===== src/rtl/branch_resolve_queue.sv =====
// branch_resolve_queue: in-order FIFO of fetch-time branch predictions, resolved by EX
// into registered predictor-update and mispredict/redirect pulses.
module branch_resolve_queue #(
    parameter int DEPTH     = 4,
    parameter int ADDR_BITS = 8,
    parameter int PC_W      = 32
) (
    input  logic                     clk,
    input  logic                     rst,
    input  logic                     push,
    input  logic [PC_W-1:0]          push_pc,
    input  logic                     push_pred,
    input  logic [PC_W-1:0]          push_target,
    output logic                     push_ready,
    input  logic                     resolve,
    input  logic                     resolve_taken,
    input  logic [PC_W-1:0]          resolve_target,
    input  logic [6:0]               resolve_opcode,
    input  logic                     flush,
    output logic                     update,
    output logic [ADDR_BITS-1:0]     update_address,
    output logic                     branch_taken,
    output logic [6:0]               EX_MEM_opcode,
    output logic                     mispredict,
    output logic [PC_W-1:0]          redirect_pc,
    output logic [$clog2(DEPTH):0]   count,
    output logic                     overflow,
    output logic                     underflow
);
    localparam int AW = $clog2(DEPTH);
    localparam int CW = AW + 1;
    localparam logic [6:0] OP_BRANCH = 7'b1100011;

    logic [PC_W-1:0] pc_mem  [DEPTH];
    logic [PC_W-1:0] tgt_mem [DEPTH];
    logic            pred_mem[DEPTH];

    logic [AW-1:0] rd_q, rd_d, wr_q, wr_d;
    logic [CW-1:0] count_q, count_d;
    logic          update_q, mispredict_q, branch_taken_q, overflow_q, underflow_q;
    logic [ADDR_BITS-1:0] update_address_q;
    logic [6:0]    opcode_q;
    logic [PC_W-1:0] redirect_q;

    logic full, empty, res_ok, wrong, mis_now, push_ok, clear;
    logic [PC_W-1:0] h_pc, h_tgt, correct_pc;
    logic h_pred;

    assign full    = count_q == CW'(DEPTH);
    assign empty   = count_q == '0;
    assign res_ok  = resolve && !empty;
    assign h_pc    = pc_mem[rd_q];
    assign h_tgt   = tgt_mem[rd_q];
    assign h_pred  = pred_mem[rd_q];
    assign wrong   = (resolve_taken != h_pred) || (resolve_taken && resolve_target != h_tgt);
    assign mis_now = res_ok && wrong;
    // A mispredict makes every younger entry wrong-path, so it also kills a same-cycle push.
    assign push_ok = push && !full && !flush && !mis_now;
    assign clear   = flush || mis_now;
    assign correct_pc = resolve_taken ? resolve_target : h_pc + PC_W'(4);

    always_comb begin
        rd_d    = clear ? '0 : rd_q + AW'(res_ok);
        wr_d    = clear ? '0 : wr_q + AW'(push_ok);
        count_d = clear ? '0 : count_q + CW'(push_ok) - CW'(res_ok);
    end

    always_ff @(posedge clk) begin
        if (push_ok) begin
            pc_mem[wr_q]   <= push_pc;
            tgt_mem[wr_q]  <= push_target;
            pred_mem[wr_q] <= push_pred;
        end
    end

    always_ff @(posedge clk or posedge rst) begin
        if (rst) begin
            rd_q             <= '0;
            wr_q             <= '0;
            count_q          <= '0;
            update_q         <= 1'b0;
            mispredict_q     <= 1'b0;
            branch_taken_q   <= 1'b0;
            update_address_q <= '0;
            opcode_q         <= '0;
            redirect_q       <= '0;
            overflow_q       <= 1'b0;
            underflow_q      <= 1'b0;
        end else begin
            rd_q         <= rd_d;
            wr_q         <= wr_d;
            count_q      <= count_d;
            update_q     <= res_ok && resolve_opcode == OP_BRANCH;
            mispredict_q <= mis_now;
            overflow_q   <= overflow_q | (push && full);
            underflow_q  <= underflow_q | (resolve && empty);
            if (res_ok) begin
                branch_taken_q   <= resolve_taken;
                update_address_q <= h_pc[ADDR_BITS+1:2];
                opcode_q         <= resolve_opcode;
                redirect_q       <= correct_pc;
            end
        end
    end

    assign push_ready     = !full;
    assign count          = count_q;
    assign update         = update_q;
    assign mispredict     = mispredict_q;
    assign branch_taken   = branch_taken_q;
    assign update_address = update_address_q;
    assign EX_MEM_opcode  = opcode_q;
    assign redirect_pc    = redirect_q;
    assign overflow       = overflow_q;
    assign underflow      = underflow_q;
endmodule


===== config.mk =====
export PLATFORM = sky130hd
export DESIGN_NAME = branch_resolve_queue
export DESIGN_NICKNAME = d
export VERILOG_FILES = /design/src/rtl/branch_resolve_queue.sv
export SDC_FILE = /design/constraint.sdc
export NUM_CORES = 1
export LEC_CHECK = 0
export ABC_AREA = 0
export CAP_MARGIN = 20
export CORE_UTILIZATION = 45
export DETAILED_ROUTE_END_ITERATION = 6
export PLACE_DENSITY = 0.66
export SLEW_MARGIN = 10
export SYNTH_ARGS = -nofsm -noshare
export SYNTH_HDL_FRONTEND = slang
export SYNTH_SLANG_ARGS = --single-unit

===== constraint.sdc =====
create_clock -name clk -period 10.5 [get_ports clk]
set_input_delay 1.575 -clock clk [delete_from_list [all_inputs] [get_ports clk]]
set_output_delay 1.575 -clock clk [all_outputs]
set_load 0.1 [all_outputs]

== Word-level counts from Yosys, hierarchy flattened ==
Memory sizes are Yosys's and may differ from the RTL's.
Cells that the tools add are included.
Cells by class
  reduce and logical (&&, ||, !) cells: 16
  bitwise gates (word level): 2
  eq/ne operators: 4
  muxes and demuxes: 6
  add/sub/neg operators: 5
Operator list (count)
  adder 32 x 3 -> 32 bit, second input constant: 1
  2-to-1 mux 32 bit: 1
  != test 32 bit: 1
  logical AND 1 bit: 9
  equality test 7 bit, second input constant: 1
  adder 2 x 1 -> 2 bit: 2
  logical NOT 1 bit: 4
  2-to-1 mux 2 bit: 2
  adder 3 x 1 -> 3 bit: 1
  equality test 3 bit, second input constant: 1
  logical NOT 3 bit: 1
  2-to-1 mux 3 bit: 1
  subtractor 3 x 1 -> 3 bit: 1
  logical OR 1 bit: 2
  2-to-1 mux 1 bit: 2
  bitwise OR 1 bit: 2
  != test 1 bit: 1
Storage, ports and cells
  memory bits (writable): 260
  memories kept: 3
  input bits: 110
  register bits after elaboration: 59
Memory list
  pc_mem: words 4, bits a word 32, rd ports 1, clocked after Yosys merged registers in 0, wr ports 1, RTL line 34  | logic [PC_W-1:0] pc_mem [DEPTH];
  tgt_mem: words 4, bits a word 32, rd ports 1, clocked after Yosys merged registers in 0, wr ports 1, RTL line 35  | logic [PC_W-1:0] tgt_mem [DEPTH];
  pred_mem: words 4, bits a word 1, rd ports 1, clocked after Yosys merged registers in 0, wr ports 1, RTL line 36  | logic pred_mem[DEPTH];

== Depth between registers and ports, before layout ==
Gate-level depths: netlist (run 1).
An unclocked memory read counts as a cell.
  depth after elaboration: 10
  mapped depth: 16

== Worst setup path after synthesis (run 1) ==
No wires, ideal clock.
  path kind: input-to-reg
  start point: in resolve_target[21]
  end point: mem pc_mem[2][0] (enable)
  path buffers: 0
  arrival: 9564 ps
  stages on the path: 6
  library setup time: 671 ps
  setup slack: 265 ps
  path through: xnor2_1 -> nand2_1 -> or4_4 -> a2111oi_4 -> a31oi_2 -> nor4b_1
Between the ends
  longest elaborated chain between the ends: 8
Ends and longest elaborated chain
  start, declared: RTL line 17  | input logic [PC_W-1:0] resolve_target,
  != test 32 bit: RTL line 55  | assign wrong = (resolve_taken != h_pred) || (resolve_taken && resolve_target != h_tgt);
  logical AND 1 bit: RTL line 55
  logical OR 1 bit: RTL line 55
  logical AND 1 bit: RTL line 56  | assign mis_now = res_ok && wrong;
  logical NOT 1 bit: RTL line 58  | assign push_ok = push && !full && !flush && !mis_now;
  logical AND 1 bit: RTL line 58
  2-to-1 mux 1 bit: RTL line 69  | if (push_ok) begin
  2-to-1 mux 1 bit (implied by the code): RTL line 70  | pc_mem[wr_q] <= push_pc;
  end, declared: RTL line 34
Every way passes these cells.

== Worst setup path in the final report (run 1) ==
  start point: reg rd_q[0]
  end point: mem pc_mem[1][3] (enable)
Between the ends
  longest elaborated chain between the ends: 9
Ends and longest elaborated chain
  start, declared: RTL line 38  | logic [AW-1:0] rd_q, rd_d, wr_q, wr_d;
  start signal, assigned: RTL line 90  | rd_q <= rd_d;
  memory read (4 x 32 bit)
  != test 32 bit: RTL line 55
  logical AND 1 bit: RTL line 55
  logical OR 1 bit (*): RTL line 55
  logical AND 1 bit (*): RTL line 56
  logical NOT 1 bit (*): RTL line 58
  logical AND 1 bit (*): RTL line 58
  2-to-1 mux 1 bit (*): RTL line 69
  2-to-1 mux 1 bit (implied by the code) (*): RTL line 70
Mark *: on every way between the ends. The rest lies on a longest branch, timed or not.

==> results by group, run 1 <==
Timing
  • RSZ-0062 raised after global routing: false
  • Slew HR: between 20% and 30%
  • Hold_ws: 466.7 ps
  • FMAX: about 0.18 GHz
  • Clock skew: around 14 ps
  • Final critical-path required period: between 5000 and 6000 ps
  • Worst-Margin Slew: approximately 1100 ps
  • Slew Limit Fails: 0
  • Number of setup violations in the final report: 0
  • Final period util: a little over half
  • Final Hold Fails: 0
  • Setup TNS Final: 0 ps

Routing
  • Starting DRC count in detailed routing: approximately 670
  • DRT Wirelength: 29150 microns
  • DR vias/cell: ~5.3
  • # DRC: 0
  • DR WL/cell: approximately 21 microns
  • Vias post-DR: 7237
  • Post-route ant nets: 0
  • Drt pass-1 iters: 7

CTS
  • Clk slew on worst S/H paths: 60 ps
  • Root Buffer: clkbuf_16
  • Num CTS Buffers: 34
  • TritonCTS clock tree: yes
  • Post-cts resize count: 0
  • Number of hold buffers added after CTS: 0
  • CTS H-tree lvls: 2
  • Max clock buf depth: 3
  • # Post-CTS Setup Buffers: 0
  • CTS Sinks: approximately 320
  • Insertion delay to the later sink of the worst-skew pair: approximately 500 ps

Synth
  • Asr flop ratio synth: a little under a fifth
  • Cell count after synthesis: a little under 800
  • Post-synthesis sequential area ratio: between 70% and 80%
  • Mapped cell area: 13030 sq um
  • FF+latch count, synth: approximately 320
  • EDFF count, synth: 260
  • Post-synth cell types: 44
  • Main flop type after synthesis: edfxtp_1
  • Syn nets: approximately 900
  • Mapped Avg Cell Area: between 15 and 20 sq um
  • Synth warnings: 0

Layout
  • Filler instances: roughly 2200
  • Antenna cell count: 0
  • Final nets: roughly 1100
  • Share of cells above drive strength 1: 14.14%
  • Area growth syn-to-layout: 24.34%

Power
  • Maximum vdd drop: about 0.13 mV
  • Leak pwr: about 0.0055 uW
  • Power per Cell Area: between 200 and 300 nW/um^2

Floorplanning
  • Chip Width: roughly 170 microns
  • Die Height: between 150 and 200 microns
  • Core Footprint: around 28000 sq um
  • I/O pin count: between 150 and 200
  • Starting Density: roughly 46%
  • Die area: a little under 30000 sq um
  • Num rows: a little over 60

Worst setup path
  • CP Max Fanout: 59
  • Slowest stage delay, CP: about 830 ps
  • CP max stage cell: dfrtp_4
  • Worst Setup Path Type: reg -> reg
  • Startpoint types: flip-flop
  • Crit path DAT: 5700 ps
  • Cell chain of the critical path: buf_4 > mux4_2 > xnor2_1 > nand4_1 > nor4_2 > a31oi_2 > nor4_2 > buf_4
  • Crit path required time: 10620 ps
  • Buf/Inv on CP: 2
  • CP Capture Type: flip-flop
  • CP top delay family: buffers and inverters

Global route
  • Largest net degree at the start of global routing: 73
  • Initial antenna violation count: 0
  • Total track usage: roughly a fifth
  • Congestion Overflow GR: 0
  • Vias in the first global route: 7311
  • Global-route wire length before repair: 43190 microns

Hold path
  • Worst hold path type: reg -> reg

Status
  • Run status: finished, final reports clean

Placement
  • Buffers on Ports: 165
  • Detailed Place HPWL: 18850 microns
  • Placer Congestion: between 0.7 and 0.8

Run
  • Max cap viols: 0
==> cell usage in the layout (no fill, tap or decap), types with 2 or more instances in the layout <==
cell type and n:
o22ai_1 2, o21ai_1 2, and2_1 4, nor4_4 2, and3_1 5, clkdlybuf4s50_1 164
mux4_2 62, ha_1 5, nand4_1 18, nor4_2 3, xnor2_1 56, nor2_1 24
nand3_1 19, inv_1 20, bufinv_16 3, o211ai_1 6, a21oi_1 17, edfxtp_1 260
xor2_1 9, buf_4 11, mux2i_1 15, clkinv_2 4, clkbuf_16 37, o21ai_0 28
clkbuf_1 11, clkinv_1 3, or2_2 2, nand2_1 109, dfrtp_1 57
==> per-stage QoR <==
step / utilization (%) / worst slack (ps) / total power, uW / area (sq um) / std cells
floorplan: - / 264.7 / 2900 / 13030 / 779
global placement: 53.58 / 4852 / 3314 / 15090 / 1301
detailed placement: 53.58 / 4736 / 3329 / 15090 / 1301
CTS: 57.54 / 4749 / 4522 / 16200 / 1361
global route: 57.54 / 4400 / 4653 / 16200 / 1361
finish: 57.54 / 4914 / 4473 / 16200 / 1361
==> synthesized netlist by cell type, types with 4 or more instances <==
cell	instances	area [sq um]
edfxtp_1	260	7807
nand2_1	109	409.1
mux4_2	62	1396
dfrtp_1	59	1476
xnor2_1	56	490.5
o21ai_0	28	140.1
nor2_1	25	93.84
inv_1	21	78.83
nand3_1	19	95.09
nand4_1	18	112.6
a21oi_1	17	85.08
clkbuf_1	17	63.81
mux2i_1	15	150.1
xor2_1	9	78.83
buf_2	6	30.03
o211ai_1	6	45.04
and3_1	5	31.28
buf_6	5	56.30
ha_1	5	62.56
and2_1	4	25.02
==> worst min-delay path, delay by kind of cell (launching register included) <==
family	cells	cell delay [ps]
AND/OR/NAND/NOR	2	100
flip-flops	1	340
==> worst paths after layout <==
kind | start | to | slack [ps] | cells past startpoint
setup / recovery | rd_q[0]$_DFF_PP0_ | pc_mem[1][3]$_DFFE_PP_ | 4910 | 8
hold / removal | redirect_pc[2]$_DFFE_PP0P_ | redirect_pc[2]$_DFFE_PP0P_ | 470 | 2
setup reg to reg | rd_q[0]$_DFF_PP0_ | pc_mem[1][3]$_DFFE_PP_ | 4910 | 8
hold reg to reg | redirect_pc[2]$_DFFE_PP0P_ | redirect_pc[2]$_DFFE_PP0P_ | 470 | 2
max in group asynchronous | rst | rd_q[0]$_DFF_PP0_ | 8270 | 3
min in group asynchronous | rst | overflow$_DFF_PP0_ | 1640 | 3
==> registers in the layout, indices dropped and copies added (netlist names), 3 cells and up <==
register,cells
pred_mem,4
tgt_mem,128
count,3
redirect_pc,32
EX_MEM_opcode,7
pc_mem,128
update_address,8
==> per-layer routing <==
layer / vias to the layer above / part of all wire, % / GRT usage (%)
met5: - / 0 / 0
met1: 3632 / 41 / 26.42
li1: 3307 / - / -
met2: 255 / 49 / 33.64
met3: 43 / 6.8 / 3.662
met4: 0 / 2.4 / 6.541
==> report_power, final <==
part	switching (uW)	leakage, uW	internal (uW)	total, uW
clock network	464	0.000542	724	1190
registers	114	0.00309	1530	1650
logic	1150	0.00188	489	1640
total	1730	0.00551	2750	4470
==> area by class of cell <==
type	instances	area (sq um)	share of cell area [%]
Sequential cell	319	9289	57.32
Multi-Input combinational cell	406	3516	21.70
Timing Repair Buffer	176	1729	10.67
Clock buffer	49	980.9	6.054
Tap cell	378	473.0	2.919
Clock inverter	11	133.9	0.8262
Inverter	22	82.58	0.5096
==> kinds of logic after synthesis <==
| group | Yosys count | share of synthesized area [%] |
|---|---|---|
| adder cells (fa/ha/maj) | 6 | 0.6336 |
| flip-flops | 319 | 71.24 |
| AND/OR/NAND/NOR | 198 | 7.172 |
| buffers and inverters | 54 | 1.958 |
| AO/OA/AOI/OAI | 59 | 2.679 |
| multiplexers | 78 | 11.95 |
| XOR/XNOR | 65 | 4.368 |
Power figures use the tool's default switching activity.
==> run 2, diff against run 1 <==
- PLACE_DENSITY: 0.66 -> 0.69
- clock period: 10.5 -> 4.9 ns (I/O delays scaled with it)
==> results by group, run 2 (same netlist as run 1, synthesis figures left out) <==
Status
  • Run status: finished, final reports clean

Worst setup path
  • Crit path required time: 5280 ps (-5340 ps)
  • Crit path DAT: 4600 ps (-1100 ps)
  • Startpoint types: flip-flop
  • CP Max Fanout: 28 (-53%)
  • Worst Setup Path Type: reg -> reg
  • CP Capture Type: flip-flop

Power
  • Internal: 6034 uW (+120%)
  • Leak pwr: 0.005632 uW (+2.1%)
  • Switch share: 38.04% (-0.59 points)
  • Maximum vdd drop: 0.4464 mV (+230%)
  • P_sw: 3705 uW (+110%)
  • Part of the power in combinational logic: 36.6% (about the same)
  • Clock power share: 27.4% (+0.8 points)
  • Power per Cell Area: 592.2 nW/um^2 (+110%)
  • Seq pwr share: 35.9% (-0.9 points)

Layout
  • Antenna cell count: 0 (unchanged)
  • Area growth syn-to-layout: 26.19%
  • Post-layout instance area: 16450 sq um (+1.5%)
  • Share of cells above drive strength 1: 15.51% (+1.4 points)
  • FF/Latch Area: 9289 sq um (unchanged)
  • Most common cell after layout, fill and taps aside: edfxtp_1
  • Commonest non-fill, non-tap cells in the layout: edfxtp_1, clkdlybuf4s50_1, nand2_1
  • Final nets: 1084 (+0.84%)
  • Final Util: 58.39% (+0.86 points)
  • Final Non-Filler Cells: 1371 (+0.73%)
  • Filler instances: 2106 (-3.2%)
  • Multi-input logic area: 3551 sq um (+1.0%)

CTS
  • Root Buffer: clkbuf_16
  • Post-cts resize count: 0 (unchanged)
  • Clk slew on worst S/H paths: 60 ps (about the same)
  • Max clock buf depth: 3 (unchanged)
  • Insertion delay to the later sink of the worst-skew pair: 510 ps (about the same)
  • Num CTS Buffers: 34 (unchanged)
  • CTS Sinks: 319 (unchanged)
  • Number of hold buffers added after CTS: 0 (unchanged)
  • CTS H-tree lvls: 2 (unchanged)
  • TritonCTS clock tree: yes
  • # Post-CTS Setup Buffers: 0 (unchanged)

Global route
  • Congestion Overflow GR: 0 (unchanged)
  • Initial antenna violation count: 1 (+1)
  • Largest net degree at the start of global routing: 72 (-1.4%)
  • Total track usage: 20.32% (+0.28 points)
  • Global-route wire length before repair: 44060 microns (+2.0%)
  • Vias in the first global route: 7525 (+2.9%)

Routing
  • DRT Wirelength: 29050 microns (-0.35%)
  • DR WL/cell: 21.19 microns (-1.1%)
  • Post-route ant nets: 0 (unchanged)
  • # DRC: 0 (unchanged)
  • Vias post-DR: 7371 (+1.9%)
  • DR vias/cell: 5.376 (+1.1%)
  • Drt pass-1 iters: 4 (-3)
  • Starting DRC count in detailed routing: 504 (-24%)

Timing
  • FMAX: 0.2366 GHz (+32%)
  • Number of setup violations in the final report: 0 (unchanged)
  • Final period util: 86.24% (+33 points)
  • Slew HR: 26.50% (-2.3 points)
  • Clock skew: 21.63 ps (+7.375 ps)
  • Slew Limit Fails: 0 (unchanged)
  • Final Hold Fails: 0 (unchanged)
  • Worst-Margin Slew: 1099 ps (+34.85 ps)
  • RSZ-0062 raised after global routing: false
  • Final critical-path required period: 4226 ps (-1360 ps)

Floorplanning
  • Die Height: 172.2 microns (unchanged)
  • Die area: 29650 sq um (unchanged)
  • Core Footprint: 28160 sq um (unchanged)
  • I/O pin count: 166 (unchanged)
  • Starting Density: 46.27% (unchanged)
  • Num rows: 61 (unchanged)
  • Chip Width: 172.2 microns (unchanged)

Run
  • Max cap viols: 0 (unchanged)

Placement
  • Buffers on Ports: 165 (unchanged)
  • Placer Congestion: 0.7882 (-0.45%)
  • Dpl cells: 1310 (+0.69%)
  • DP Area: 15270 sq um (+1.2%)
  • Detailed Place HPWL: 19700 microns (+4.5%)

Hold path
  • Worst hold path type: reg -> reg
-- run 2: cell types whose count changed in the layout (fill, tap and decap cells not counted), moves of 3 or more --
| cell | previous run | this run |
|---|---|---|
| bufinv_16 | 3 | 6 |
| clkbuf_1 | 11 | 6 |
| buf_12 | 0 | 6 |
| clkinv_2 | 4 | 7 |
| buf_4 | 11 | 14 |
-- run 2: critical path, stage by stage, from the launching register on --
cell     delay, ps
dfrtp_4        810
buf_12         310
mux4_2         550
xnor2_1        140
nand4_1        190
nor4_4         450
a31oi_4        140
or2_1          250
ha_1           270
inv_1           40
ha_1           180
fa_1           380
xnor2_1        170
xnor2_1        130
nor2_1          50
-- run 2: path summary, 6_finish.rpt --
path	cells after the start	slack [ps]	startpoint	end
max	14	670	rd_q[0]$_DFF_PP0_	count[2]$_DFF_PP0_
min	1	460	underflow$_DFF_PP0_	underflow$_DFF_PP0_
max reg2reg	14	670	rd_q[0]$_DFF_PP0_	count[2]$_DFF_PP0_
min reg2reg	1	460	underflow$_DFF_PP0_	underflow$_DFF_PP0_
max in group asynchronous	3	3300	rst	redirect_pc[26]$_DFFE_PP0P_
min in group asynchronous	2	650	rst	branch_taken$_DFFE_PP0P_
-- run 2: per-stage QoR --
stage | total power (uW) | hold slack, ps | worst slack, ps | TNS [ps]
floorplan | 6223 | 617.1 | -21.67 | -1409
global placement | 7114 | 444.6 | 644.4 | 0
detailed placement | 7152 | 450.9 | 655.2 | 0
CTS | 9824 | 463.8 | 603.1 | 0
global route | 10120 | 491.8 | 384.1 | 0
finish | 9739 | 464.5 | 674.1 | 0
-- run 2: area by class of cell --
| type | count | area share (%) |
|---|---|---|
| multi-input combinational | 406 | 21.59 |
| inverter | 22 | 0.5021 |
| tap | 378 | 2.876 |
| clock inverter | 17 | 1.453 |
| sequential | 319 | 56.48 |
| timing repair buffer | 185 | 11.38 |
| clock buffer | 44 | 5.714 |
-- run 2: per-layer routing --
metal | wire length (microns) | GRT usage [%] | vias to the layer above | share of wire, %
met5 | 11 | 0 | - | 0.038
met4 | 682 | 5.848 | 2 | 2.3
met3 | 1655 | 3.685 | 52 | 5.7
met2 | 14390 | 33.92 | 247 | 50
met1 | 12310 | 27.32 | 3736 | 42
li1 | - | - | 3334 | -
-- run 2: power by group through the flow --
stage | logic [uW] | clock network (uW) | registers, uW
4_1_cts | 3600 | 2720 | 3510
3_5_place_dp | 3590 | 0 | 3560
3_3_place_gp | 3560 | 0 | 3550
5_1_grt | 3760 | 2810 | 3540
6_report | 3570 | 2670 | 3500
2_1_floorplan | 1280 | 0 | 4940
